--- src/rtl/nr_divider_16_pkg.sv ---
// Shared definitions for the non-restoring divider: FSM state encoding and default width.
package nr_divider_16_pkg;

    localparam int DEF_WIDTH = 16;

    typedef enum logic [1:0] {
        ST_IDLE = 2'd0,
        ST_RUN  = 2'd1,
        ST_FIX  = 2'd2
    } state_t;

endpackage

--- src/rtl/nr_divider_16_addsub.sv ---
// Ripple add/sub cell shared with the Booth multiplier datapath.
// Subtraction uses inverted b with carry-in 1; the carry out of the top bit is discarded.
module full_adder (
    input  logic a,
    input  logic b,
    input  logic cin,
    output logic s,
    output logic cout
);
    assign s    = a ^ b ^ cin;
    assign cout = (a & b) | (cin & (a ^ b));
endmodule

module nr_addsub #(
    parameter int N = 17
) (
    input  logic [N-1:0] a,
    input  logic [N-1:0] b,
    input  logic         sub,
    output logic [N-1:0] s
);
    logic [N-1:0] b_eff;
    logic [N-1:0] carry;

    assign b_eff    = b ^ {N{sub}};
    assign carry[0] = sub;

    for (genvar i = 0; i < N - 1; i++) begin : g_fa
        full_adder u_fa (
            .a    (a[i]),
            .b    (b_eff[i]),
            .cin  (carry[i]),
            .s    (s[i]),
            .cout (carry[i+1])
        );
    end

    // Top bit needs only the sum; its carry out would be thrown away.
    assign s[N-1] = a[N-1] ^ b_eff[N-1] ^ carry[N-1];
endmodule

--- src/rtl/nr_divider_16.sv ---
// Sequential unsigned non-restoring divider, one quotient bit per clock.
// Start/busy/done handshake; divide-by-zero is answered directly from IDLE.
module nr_divider_16
    import nr_divider_16_pkg::*;
#(
    parameter int WIDTH = DEF_WIDTH
) (
    input  logic             clk,
    input  logic             rst,
    input  logic             start,
    input  logic [WIDTH-1:0] dividend,
    input  logic [WIDTH-1:0] divisor,
    output logic             busy,
    output logic             done,
    output logic [WIDTH-1:0] quotient,
    output logic [WIDTH-1:0] remainder,
    output logic             div_by_zero
);
    localparam int CW = $clog2(WIDTH + 1);
    localparam logic [CW-1:0] LAST = CW'(WIDTH - 1);

    state_t state, state_next;

    logic [WIDTH:0]   a_reg;
    logic [WIDTH-1:0] q_reg;
    logic [WIDTH-1:0] d_reg;
    logic [CW-1:0]    count;

    logic             do_load;
    logic             do_dz;
    logic             do_step;
    logic             do_fix;
    logic [WIDTH:0]   as_a;
    logic             as_sub;
    logic [WIDTH:0]   sum;

    nr_addsub #(.N(WIDTH + 1)) u_addsub (
        .a   (as_a),
        .b   ({1'b0, d_reg}),
        .sub (as_sub),
        .s   (sum)
    );

    always_comb begin
        state_next = state;
        do_load    = 1'b0;
        do_dz      = 1'b0;
        do_step    = 1'b0;
        do_fix     = 1'b0;
        as_a       = a_reg;
        as_sub     = 1'b0;
        case (state)
            ST_IDLE: begin
                if (start) begin
                    if (divisor != '0) begin
                        do_load    = 1'b1;
                        state_next = ST_RUN;
                    end else begin
                        do_dz = 1'b1;
                    end
                end
            end
            ST_RUN: begin
                // Shift {A,Q} left one place, then subtract D if A was non-negative, else add.
                do_step = 1'b1;
                as_a    = {a_reg[WIDTH-1:0], q_reg[WIDTH-1]};
                as_sub  = ~a_reg[WIDTH];
                if (count == LAST) begin
                    state_next = ST_FIX;
                end
            end
            ST_FIX: begin
                do_fix     = 1'b1;
                state_next = ST_IDLE;
            end
            default: state_next = ST_IDLE;
        endcase
    end

    always_ff @(posedge clk or posedge rst) begin
        if (rst) begin
            state       <= ST_IDLE;
            a_reg       <= '0;
            q_reg       <= '0;
            d_reg       <= '0;
            count       <= '0;
            busy        <= 1'b0;
            done        <= 1'b0;
            quotient    <= '0;
            remainder   <= '0;
            div_by_zero <= 1'b0;
        end else begin
            state <= state_next;
            done  <= 1'b0;
            if (do_load) begin
                a_reg <= '0;
                q_reg <= dividend;
                d_reg <= divisor;
                count <= '0;
                busy  <= 1'b1;
            end
            if (do_dz) begin
                quotient    <= '1;
                remainder   <= dividend;
                div_by_zero <= 1'b1;
                done        <= 1'b1;
            end
            if (do_step) begin
                a_reg <= sum;
                q_reg <= {q_reg[WIDTH-2:0], ~sum[WIDTH]};
                count <= count + 1'b1;
            end
            if (do_fix) begin
                // A negative partial remainder gets D added back once.
                if (a_reg[WIDTH]) begin
                    a_reg <= sum;
                end
                quotient    <= q_reg;
                remainder   <= a_reg[WIDTH] ? sum[WIDTH-1:0] : a_reg[WIDTH-1:0];
                div_by_zero <= 1'b0;
                done        <= 1'b1;
                busy        <= 1'b0;
            end
        end
    end

endmodule

--- config.mk ---
export PLATFORM = sky130hd
export DESIGN_NAME = nr_divider_16
export DESIGN_NICKNAME = d
export VERILOG_FILES = /design/src/rtl/nr_divider_16_pkg.sv /design/src/rtl/nr_divider_16_addsub.sv /design/src/rtl/nr_divider_16.sv
export SDC_FILE = /design/constraint.sdc
export NUM_CORES = 1
export LEC_CHECK = 0
export BUFFER_PORTS_ARGS = -buffer_cell sky130_fd_sc_hd__buf_2
export CORE_ASPECT_RATIO = 0.5
export CORE_MARGIN = 4
export CORE_UTILIZATION = 45
export DETAILED_ROUTE_END_ITERATION = 8
export PLACE_DENSITY = 0.72
export SLEW_MARGIN = 20
export SYNTH_ARGS = -nofsm -noshare
export SYNTH_HDL_FRONTEND = slang
export SYNTH_SLANG_ARGS = --single-unit
--- constraint.sdc ---
create_clock -name clk -period 11.89 [get_ports clk]
set_clock_uncertainty 0.2 [all_clocks]
set_input_delay 1.7835 -clock clk [delete_from_list [all_inputs] [get_ports clk]]
set_output_delay 1.7835 -clock clk [all_outputs]
set_load 0.01 [all_outputs]
== Word level (Yosys, flattened, before mapping) ==
Index checks and enable logic that the tools add are counted.

* Register bits: 91
* Input port bits: 35
* Output and inout bits: 35
* Logic and storage cells: 141

* $add $sub $neg: 1
* Equal/unequal tests: 6
* Muxes and demuxes: 33
* Bitwise operators: 85
* Reductions and logical operators: 6

{| class="wikitable"
|+ Operators with widths
! kind !! number
|-
| 16-bit two-way mux || 7
|-
| 17-bit two-way mux || 5
|-
| 1-bit bitwise XOR || 34
|-
| 1-bit AND || 32
|-
| 16-bit by 17-bit bitwise XOR with 17-bit output || 1
|-
| 1-bit OR || 16
|-
| 16-bit nonzero test || 1
|-
| 1-bit two-way mux || 15
|-
| 5-bit two-way mux || 2
|-
| 2-bit two-way mux || 3
|-
| 2-bit inequality test (second input constant) || 3
|-
| 2-bit nonzero test || 3
|-
| 5-bit by 1-bit adder with 5-bit output (second input constant) || 1
|-
| 5-bit by 4-bit equality test with 1-bit output (second input constant) || 1
|-
| 2-bit case mux with 2 select lines || 1
|-
| 3-bit AND reduction || 1
|-
| 2-bit by 1-bit equality test with 1-bit output (second input constant) || 1
|-
| 2-bit equality test (second input constant) || 1
|-
| 2-bit zero test || 1
|-
| 1-bit inverter || 2
|}

== Longest topological paths before layout ==
Gate-level depths: netlist of the first run.

* Depth in word-level cells: 40
* Gate-level depth with buffers: 27
* Mapped depth without buffers: 26

== Hierarchy ==
Synthesis of the first run repeated with hierarchy kept, for this count alone.

* Cell total of the unflattened synthesis: 495
* Area total of the unflattened synthesis: 4884.7 µm²

{| class="wikitable"
|+ Modules (own cells, without submodules)
! module !! instances !! cells each !! area each (µm²) !! sequential area each (µm²)
|-
| nr_divider_16 || 1 || 458 || 4359.2 || 2277.2
|-
| full_adder || 16 || 1 || 20.0 || 0.0
|-
| nr_addsub || 1 || 21 || 205.2 || 0.0
|}

== Worst setup path after synthesis of the first run ==
OpenSTA, ideal clock, no wires.

* Path kind: register to register
* Start point: register state[1]
* End point: register q_reg[0]
* Setup time: 0.126 ns
* Data arrival time: 8.190 ns
* Required time: 11.564 ns
* Path slack: 3.374 ns
* Cell stages (with the launch flop): 28
* Buffers on the path: 2
* Clock period less this slack: 8.516 ns
* Cell sequence: dfrtp_1 > nand2b_1 > clkbuf_1 > nor2_1 > buf_2 > xnor2_1 > fa_1 > fa_1 > inv_1 > fa_1 > fa_1 > fa_1 > fa_1 > fa_1 > fa_1 > fa_1 > fa_1 > fa_1 > fa_1 > inv_1 > fa_1 > inv_1 > fa_1 > fa_1 > xnor2_1 > xnor2_1 > nor2_1 > a311o_1

* Cells in the longest elaborated chain, start to end: 39
* Elaborated cells between the ends (all ways): 76
* Those cells by class: eq/ne (1); mux (5); bitwise (68); reduce/logical (2)

{| class="wikitable"
|+ Ends and longest elaborated chain
! element !! RTL line !! RTL
|-
| start, declared || nr_divider_16.sv:22 || <nowiki>state_t state, state_next;</nowiki>
|-
| start signal, assigned || nr_divider_16.sv:93 || <nowiki>state <= state_next;</nowiki>
|-
| 2-bit by 1-bit equality test with 1-bit output || nr_divider_16.sv:52 || <nowiki>case (state)</nowiki>
|-
| 1-bit two-way mux || nr_divider_16.sv:52 ||
|-
| 16-bit by 17-bit bitwise XOR with 17-bit output || nr_divider_16_addsub.sv:25 || <nowiki>assign b_eff = b ^ {N{sub}};</nowiki>
|-
| 1-bit bitwise XOR || nr_divider_16_addsub.sv:11 || <nowiki>assign cout = (a & b) | (cin & (a ^ b));</nowiki>
|-
| 1-bit AND || nr_divider_16_addsub.sv:11 ||
|-
| 1-bit OR || nr_divider_16_addsub.sv:11 ||
|-
| 1-bit AND || nr_divider_16_addsub.sv:11 ||
|-
| 1-bit OR || nr_divider_16_addsub.sv:11 ||
|-
| [23 not listed] || n/a ||
|-
| 1-bit OR || nr_divider_16_addsub.sv:11 ||
|-
| 1-bit AND || nr_divider_16_addsub.sv:11 ||
|-
| 1-bit OR || nr_divider_16_addsub.sv:11 ||
|-
| 1-bit AND || nr_divider_16_addsub.sv:11 ||
|-
| 1-bit OR || nr_divider_16_addsub.sv:11 ||
|-
| 1-bit bitwise XOR || nr_divider_16_addsub.sv:39 || <nowiki>assign s[N-1] = a[N-1] ^ b_eff[N-1] ^ carry[N-1];</nowiki>
|-
| 1-bit inverter || nr_divider_16.sv:110 || <nowiki>q_reg <= {q_reg[WIDTH-2:0], ~sum[WIDTH]};</nowiki>
|-
| 16-bit two-way mux || nr_divider_16.sv:108 || <nowiki>if (do_step) begin</nowiki>
|-
| end signal, assigned || nr_divider_16.sv:97 || <nowiki>q_reg <= dividend;</nowiki>
|-
| end signal, assigned || nr_divider_16.sv:110 ||
|-
| end, declared || nr_divider_16.sv:25 || <nowiki>logic [WIDTH-1:0] q_reg;</nowiki>
|}

Several ways; a longest one is shown, not always the timed one.
A chain may end at the register's enable or synchronous reset.

== Worst setup path after layout of the first run ==
* Start point: register state[0]
* End point: register q_reg[0]

Same word-level chain as after synthesis.

==> run metrics, run 1 <==
status=complete, no violations; # Post-CTS Setup Buffers=0; Routed Antenna Nets=0; largest area contributor in the synthesized netlist=dfrtp_1; Syn Nets=606; DRC=0; worst-path maximum fanout=12; GP Congestion=0.807; RR Endpoint=q_reg[0]; RSZ-0062 raised after global routing=no; commonest non-fill, non-tap cell in the layout=nand2_1; vias per cell=5.33; Cell variety after synth=34; H-tree depth=3; first-pass GRT wire length=19300 um; Reg2Reg Setup Slack=3.20 ns; CTS Hold Bufs=0; global route total overflow=0; ANT cells=0; fin util=0.539; Avg Inst Size Synth=8.74 um^2; Sequential Power Share=0.317; R2R Path Start=state[0]; Worst Max-Slew Pin Slew=0.855 ns; area post-placement=5240 um^2; WL final=11400 um; fraction of registers with async set/reset=1.00; Critical Path RT=11.91 ns; PwrDens=337 nW/um^2; DP Wirelength=7980 um; Pwr Total=0.00188 W; Synth-to-Final Area Change=15.3%; max reg flops=17; mapped cell area=4840 um^2; GRT Resource Usage Total=0.192; FF/Latch Area=2280 um^2; EDFF count, synth=0; leakage power=2.66 nW; CP Launch Point=state[0]; fin nets=653; switching share of total power=0.434; # IOs=70; Core ar.=10300 um^2; most frequent cells in the layout=nand2_1 (156), dfrtp_1 (91), buf_2 (69); Die X=155 um; Gate Count Post-Synth=554; vias in the first global route=3782; Final Cycle Share=0.731; Hold Path Class=reg -> reg; Critical Path End Type=flop; Post-Place Setup Slack=3.20 ns; Synth area leaders=dfrtp_1 (47%), nand2_1 (12%), fa_1 (6.2%), a21oi_1 (5.8%), nor2_1 (5.1%); NetSw=0.000815 W; Rel. slew slack=0.430; Internal=0.00106 W; clk buf depth=2; DR iter-0 viols=307; Final WS setup=3.20 ns; Synth top area share=0.471; worst-case reg-to-reg path depth=26; end of the critical path=q_reg[0]; fill count=953; pin count of the biggest net entering global routing=79; VDD IR-drop max=0.142 mV; Fin Setup TNS=0 ns; total CTS buffers=9; CTS tree=built; Yosys reg bits=91; Final Hold Vio Count=0; Yosys warnings=0; startpoint types=flop; Setup Crit Path Kind=reg -> reg; starting density of the core=0.468; DR WL/cell=15.3 um; CTS sink count=91; clock share of power=0.154; DIE AREA=12600 um^2; clock latency on the worst-skew pair=0.35 ns; Comb pwr share=0.529; # setup viols final=0; crit path DAT=8.71 ns; top_reg_cell synth=dfrtp_1; clk slew on worst S/H paths=0.07 ns; achievable frequency=115 MHz; sequential share of the synthesized area=0.471; Die Y=81.3 um; fin crit period=8.69 ns; area taken by multi-input logic gates=2350 um^2; row count=26; drt pass-1 iters=5; Port Buffers=69; Resize count post-CTS=0; Max-Cap Viols=0; Max Slew Vio Count=0; share of layout cells above drive strength 1=0.193; clk root buf=clkbuf_16; DR vias=3976; post-route cell area=5580 um^2; initial antenna violation count=0
==> cell families after synthesis <==
| logic type | count (synthesis) | share of synthesized area |
|---|---|---|
| multiplexers | 4 | 0.00827 |
| XOR/XNOR | 20 | 0.0362 |
| adder cells (fa/ha/maj) | 17 | 0.0672 |
| buffers and inverters | 50 | 0.0460 |
| flip-flops | 91 | 0.471 |
| AND/OR/NAND/NOR | 267 | 0.233 |
| AO/OA/AOI/OAI | 105 | 0.139 |
==> synthesized netlist by cell type (2+ instances only) <==
cell type  number
nand2b_1        2
a211oi_2       12
a31oi_1        15
mux2i_1         4
a21oi_1        56
inv_1           7
buf_6           3
buf_2          10
a211oi_1        4
nand2_1       156
nor4_1         15
clkbuf_1       29
nand3_1        17
o21ai_0        12
xor2_1         15
nor2_1         66
ha_1            2
xnor2_1         5
dfrtp_1        91
nor2b_1         2
fa_1           15
nor4_2          4
==> area by class of cell <==
cell class,instances,area share
inverters,7,0.00493
well taps,140,0.0314
clock inverters,6,0.0135
repair buffers,79,0.0789
multi-input cells,413,0.422
clock buffers,10,0.0410
flip-flops and latches,91,0.408
==> power groups by stage <==
stage               logic [W]  clock network (W)  registers [W]
floorplan            0.000742                  0       0.000591
global placement     0.000970                  0       0.000596
detailed placement    0.00101                  0       0.000599
CTS                   0.00101           0.000294       0.000595
global route          0.00116           0.000307       0.000617
finish               0.000994           0.000290       0.000596
==> per-stage QoR <==
| step | cells | hold WS (ns) |
|---|---|---|
| after floorplan | 554 | 0.266 |
| final | 746 | 0.275 |
| after global routing | 746 | 0.303 |
| after CTS | 745 | 0.284 |
| after detailed placement | 729 | 0.267 |
| after global placement | 729 | 0.260 |
==> critical path, stage by stage (launching register included) <==
cell	delay [ns]
dfrtp_1	0.43
nor2b_2	0.50
mux2i_1	0.35
nand2_1	0.10
o21ai_0	0.10
fa_1	0.23
fa_1	0.17
inv_1	0.05
fa_1	0.39
fa_1	0.46
fa_1	0.46
fa_1	0.46
fa_1	0.47
fa_1	0.46
fa_1	0.46
fa_1	0.46
fa_1	0.46
fa_1	0.42
inv_1	0.09
fa_1	0.17
inv_1	0.06
fa_1	0.46
fa_1	0.46
xnor2_1	0.20
xnor2_1	0.15
nor2_1	0.08
a311o_1	0.29
==> per-layer routing <==
metal	global-route usage	wire, um	vias to the layer above
li1	-	-	1945
met1	0.278	5270	1893
met2	0.291	5100	122
met3	0.0447	837	16
met4	0.0546	177	0
met5	0	0	-
==> worst min path at each step <==
stage                           start           to  slack, ns  depth (start not counted)
after global routing             busy         busy       0.30                          2
final                     div_by_zero  div_by_zero       0.27                          2
after floorplan             d_reg[10]    d_reg[10]       0.27                          2
after global placement    div_by_zero  div_by_zero       0.26                          2
after detailed placement  div_by_zero  div_by_zero       0.27                          2
after CTS                 div_by_zero  div_by_zero       0.28                          2
Power figures use the tool's default switching activity.
==> inputs of run 2 (changes only) <==
Settings changed: PLACE_DENSITY 0.72 to 0.75.
Clock period 11.89 ns to 7.8 ns, I/O delays scaled along.
==> run 2 against run 1 <==
Compared with the run above:
- sequential power increased by 51%
- fmax increased by 15%
- core utilization increased by 1.7 points
- critical endpoint unchanged
- register-to-register slack got worse by 3.0 ns
- die area unchanged
- cell count increased by 1.7%
- power increased by 62%
- critical path depth unchanged
- setup slack got worse by 3.0 ns
- sequential cell count unchanged
- cell area increased by 3.1%
==> run metrics, run 2 (synthesis results as in run 1) <==
crit path DAT=7.61 ns; most frequent cells in the layout=nand2_1 (156), dfrtp_1 (91), buf_2 (69); WL final=12100 um; PwrDens=529 nW/um^2; fin nets=666; CTS tree=built; fin crit period=7.57 ns; clk slew on worst S/H paths=0.07 ns; Critical path buffers and inverters=3; DP Wirelength=8110 um; Die Y=81.3 um; Port Buffers=69; initial antenna violation count=0; CTS Hold Bufs=0; total CTS buffers=9; DR vias=4062; Crit-path slowest cell=fa_1; Critical Path End Type=flop; first-pass GRT wire length=19700 um; GRT Resource Usage Total=0.198; leakage power=2.73 nW; VDD IR-drop max=0.185 mV; final instance count without filler cells=759; switching share of total power=0.422; # setup viols final=0; commonest non-fill, non-tap cell in the layout=nand2_1; Final Cycle Share=0.971; post-route cell area=5750 um^2; Max Slew Vio Count=0; GP Congestion=0.789; Fin Setup TNS=0 ns; Internal=0.00176 W; DIE AREA=12600 um^2; Comb pwr share=0.545; WHS Path Cells=2; fill count=925; starting density of the core=0.468; worst-path maximum fanout=3; DR iter-0 viols=405; clock share of power=0.160; Sequential Power Share=0.295; clk root buf=clkbuf_16; clock latency on the worst-skew pair=0.35 ns; CTS sink count=91; CP top delay family=adder cells; # IOs=70; ANT cells=0; Rel. slew slack=0.442; clk buf depth=2; Hold WS=0.289 ns; H-tree depth=3; startpoint types=flop; DRC=0; global route total overflow=0; pin count of the biggest net entering global routing=79; fin util=0.556; drt pass-1 iters=5; status=complete, no violations; Routed Antenna Nets=0; max incr delay on CP=0.45 ns; Die X=155 um; Hold Path Class=reg -> reg; NetSw=0.00128 W; most used cell, CP=fa_2; Final Hold Vio Count=0; DR WL/cell=15.9 um; vias in the first global route=3905; worst-case reg-to-reg path depth=26; achievable frequency=132 MHz; Setup Crit Path Kind=reg -> reg; Inst Count DP=734; area post-placement=5320 um^2; share of layout cells above drive strength 1=0.237; max reg flops=17; Core ar.=10300 um^2; Critical Path RT=7.83 ns; vias per cell=5.35; Max-Cap Viols=0; Crit path depth=26; Worst Max-Slew Pin Slew=0.837 ns; row count=26; Synth-to-Final Area Change=18.8%
-- run 2: path summary, 6_finish.rpt --
path	end	start	slack, ns
setup / recovery	q_reg[0]	state[1]	0.23
hold / removal	busy	busy	0.29
setup reg to reg	q_reg[0]	state[1]	0.23
hold reg to reg	busy	busy	0.29
max in group asynchronous	a_reg[13]	rst	5.93
min in group asynchronous	quotient[3]	rst	0.52
-- run 2: power by group through the flow --
stage	sequential [W]	clock [W]	combinational, W
floorplan	0.000902	0	0.00118
global placement	0.000895	0	0.00154
detailed placement	0.000903	0	0.00159
CTS	0.000895	0.000494	0.00164
global route	0.000925	0.000510	0.00190
finish	0.000897	0.000488	0.00166
-- run 2: final cells by class --
type / instances / area [um^2] / share of cell area
multi-input combinational: 413 / 2410 / 0.419
sequential: 91 / 2280 / 0.396
timing repair buffer: 92 / 522 / 0.0907
clock buffer: 11 / 253 / 0.0439
tap: 140 / 175 / 0.0305
clock inverter: 5 / 85.1 / 0.0148
inverter: 7 / 27.5 / 0.00479
-- run 2: timing repair --
item	in CTS	in global routing
pin swaps	2	3
resized for setup	2	7
endpoints found under the setup margin	2	3
buffers inserted	7	2
-- run 2: through the flow --
stage	total power, W	setup WS [ns]
2_1_floorplan	0.00208	0.00714
3_3_place_gp	0.00244	0.0307
3_5_place_dp	0.00249	-0.0803
4_1_cts	0.00303	0.00848
5_1_grt	0.00334	-0.00793
6_report	0.00304	0.227
-- run 2: worst reg2reg max path: stages, from the launching register on --
cell and delay (ns):
dfrtp_1 0.42, nor2b_4 0.17, mux2i_2 0.27, nand2_1 0.09
o21ai_2 0.08, fa_2 0.22, fa_1 0.16, inv_1 0.05
fa_2 0.34, fa_2 0.40, fa_2 0.40, fa_2 0.40
fa_2 0.41, fa_2 0.41, fa_2 0.41, fa_2 0.40
fa_2 0.40, fa_1 0.42, inv_1 0.09, fa_1 0.17
inv_1 0.06, fa_1 0.45, fa_2 0.39, xnor2_2 0.17
xnor2_1 0.13, nor2_1 0.08, a311o_1 0.28
-- run 2: per-layer routing --
| metal | share of wire | global-route usage | vias up |
|---|---|---|---|
| met5 | 0 | 0 | - |
| met4 | 0.014 | 0.0634 | 0 |
| met3 | 0.055 | 0.0410 | 17 |
| met2 | 0.45 | 0.306 | 129 |
| met1 | 0.48 | 0.281 | 1952 |
| li1 | - | - | 1964 |
==> inputs of run 3 (changes only) <==
Settings changed: CORE_UTILIZATION 45 to 52, PLACE_DENSITY 0.75 to 0.83, TNS_END_PERCENT from default to 1.
==> run 3 against run 2 <==
Compared with the run above:
- core utilization up 8.3 points
- via count up 4.0%
- cell area down 1.3%
- sequential cell count unchanged
- sequential power up 1%
- die area down 12%
- critical path depth down 1
- sequential share of layout area up 0.52 points
- clock-buffer cell count down 1
- wire length up 3.7%
- worst hold slack worse by 0.0032 ns
- global-route usage up 3.8 points
- critical path type unchanged
- largest cell class unchanged
- highest routed layer unchanged
==> run metrics, run 3 (synthesis results as in run 1) <==
status=complete, no violations; clk buf depth=2; achievable frequency=133 MHz; DR iter-0 viols=490; crit path DAT=7.57 ns; fin nets=662; Crit path depth=25; Pwr Total=0.00307 W; ANT cells=0; Crit-path slowest cell=dfrtp_1; DR vias=4225; Final Hold Vio Count=0; CTS tree=built; CTS sink count=91; GP Congestion=0.901; Critical Path End Type=flop; clk root buf=clkbuf_16; Setup Crit Path Kind=reg -> reg; WHS Path Cells=2; total CTS buffers=9; Port Buffers=69; grt met2 use=0.357; share of layout cells above drive strength 1=0.230; Synth-to-Final Area Change=17.3%; Critical Path RT=7.83 ns; leakage power=2.71 nW; vias in the first global route=4019; most frequent cells in the layout=nand2_1 (156), dfrtp_1 (91), buf_2 (69); Die X=144 um; starting density of the core=0.544; Final Cycle Share=0.966; GR peak layer=met2; pin count of the biggest net entering global routing=76; VDD IR-drop max=0.205 mV; DIE AREA=11000 um^2; startpoint types=flop; Worst Max-Slew Pin Slew=0.955 ns; Rel. slew slack=0.364; GRT Resource Usage Total=0.236; # setup viols final=0; Max-Cap Viols=0; DR WL/cell=17.1 um; max reg flops=17; first-pass GRT wire length=20400 um; worst-path maximum fanout=4; fill count=723; WL final=12500 um; DRC=0; CP top delay family=adder cells; initial antenna violation count=0; # IOs=70; Max Slew Vio Count=0; Core ar.=8890 um^2; Hold Path Class=reg -> reg; Fin Setup TNS=0 ns; max incr delay on CP=0.44 ns; global route total overflow=0; vias per cell=5.78; most used cell, CP=fa_2; Die Y=76.2 um; worst-case reg-to-reg path depth=25; DP Wirelength=8210 um; GRT met1 Usage=0.329; GR Util met3=0.0608; H-tree depth=3; drt pass-1 iters=6; clk slew on worst S/H paths=0.06 ns; clock latency on the worst-skew pair=0.35 ns; Critical path buffers and inverters=3; commonest non-fill, non-tap cell in the layout=nand2_1; row count=24; PwrDens=542 nW/um^2; fin crit period=7.54 ns; Routed Antenna Nets=0
run 3: worst min-delay path, stage by stage (launching register included):
cell     delay [ns]
dfrtp_1        0.34
nand2_1        0.06
nand2_1        0.05
run 3: what timing repair did:
item | 4_1_cts | 5_1_grt
resized for setup | 8 | 4
pin swaps | 2 | 4
endpoints found under the setup margin | 2 | 3
hold endpoints to repair | 0 | 0
setup buffers | 5 | 1
hold buffers | 0 | 0
run 3: cell type report:
| class | instances | area, um^2 | area share |
|---|---|---|---|
| Sequential cell | 91 | 2280 | 0.401 |
| Inverter | 7 | 27.5 | 0.00485 |
| Clock buffer | 10 | 229 | 0.0403 |
| Clock inverter | 5 | 78.8 | 0.0139 |
| Tap cell | 117 | 146 | 0.0258 |
| Timing Repair Buffer | 88 | 492 | 0.0866 |
| Multi-Input combinational cell | 413 | 2430 | 0.427 |
run 3: where the power goes:
group	internal, W	total (W)	switching, W
combinational	0.000744	0.00171	0.000963
sequential	0.000721	0.000907	0.000186
clock	0.000278	0.000460	0.000182
total	0.00174	0.00307	0.00133
run 3: final timing paths:
check | startpoint | endpoint | slack [ns]
hold / removal | div_by_zero | div_by_zero | 0.29
min in group asynchronous | rst | quotient[7] | 0.55
hold reg to reg | div_by_zero | div_by_zero | 0.29
max in group asynchronous | rst | d_reg[8] | 5.60
setup reg to reg | state[1] | q_reg[0] | 0.26
setup / recovery | state[1] | q_reg[0] | 0.26
run 3: metal layers:
layer / up-vias / share of wire
li1: 1953 / -
met1: 2031 / 0.43
met2: 206 / 0.46
met3: 35 / 0.086
met4: 0 / 0.026
met5: - / 0
run 3: through the flow:
stage	setup slack, ns	cell area [um^2]	util	hold slack [ns]	cells
global placement	0.0679	5270	0.593	0.258	709
floorplan	0.00714	4880	-	0.266	554
global route	-0.0145	5680	0.639	0.306	731
finish	0.262	5680	0.639	0.286	731
detailed placement	-0.102	5280	0.594	0.259	710
CTS	0.0137	5650	0.636	0.275	730
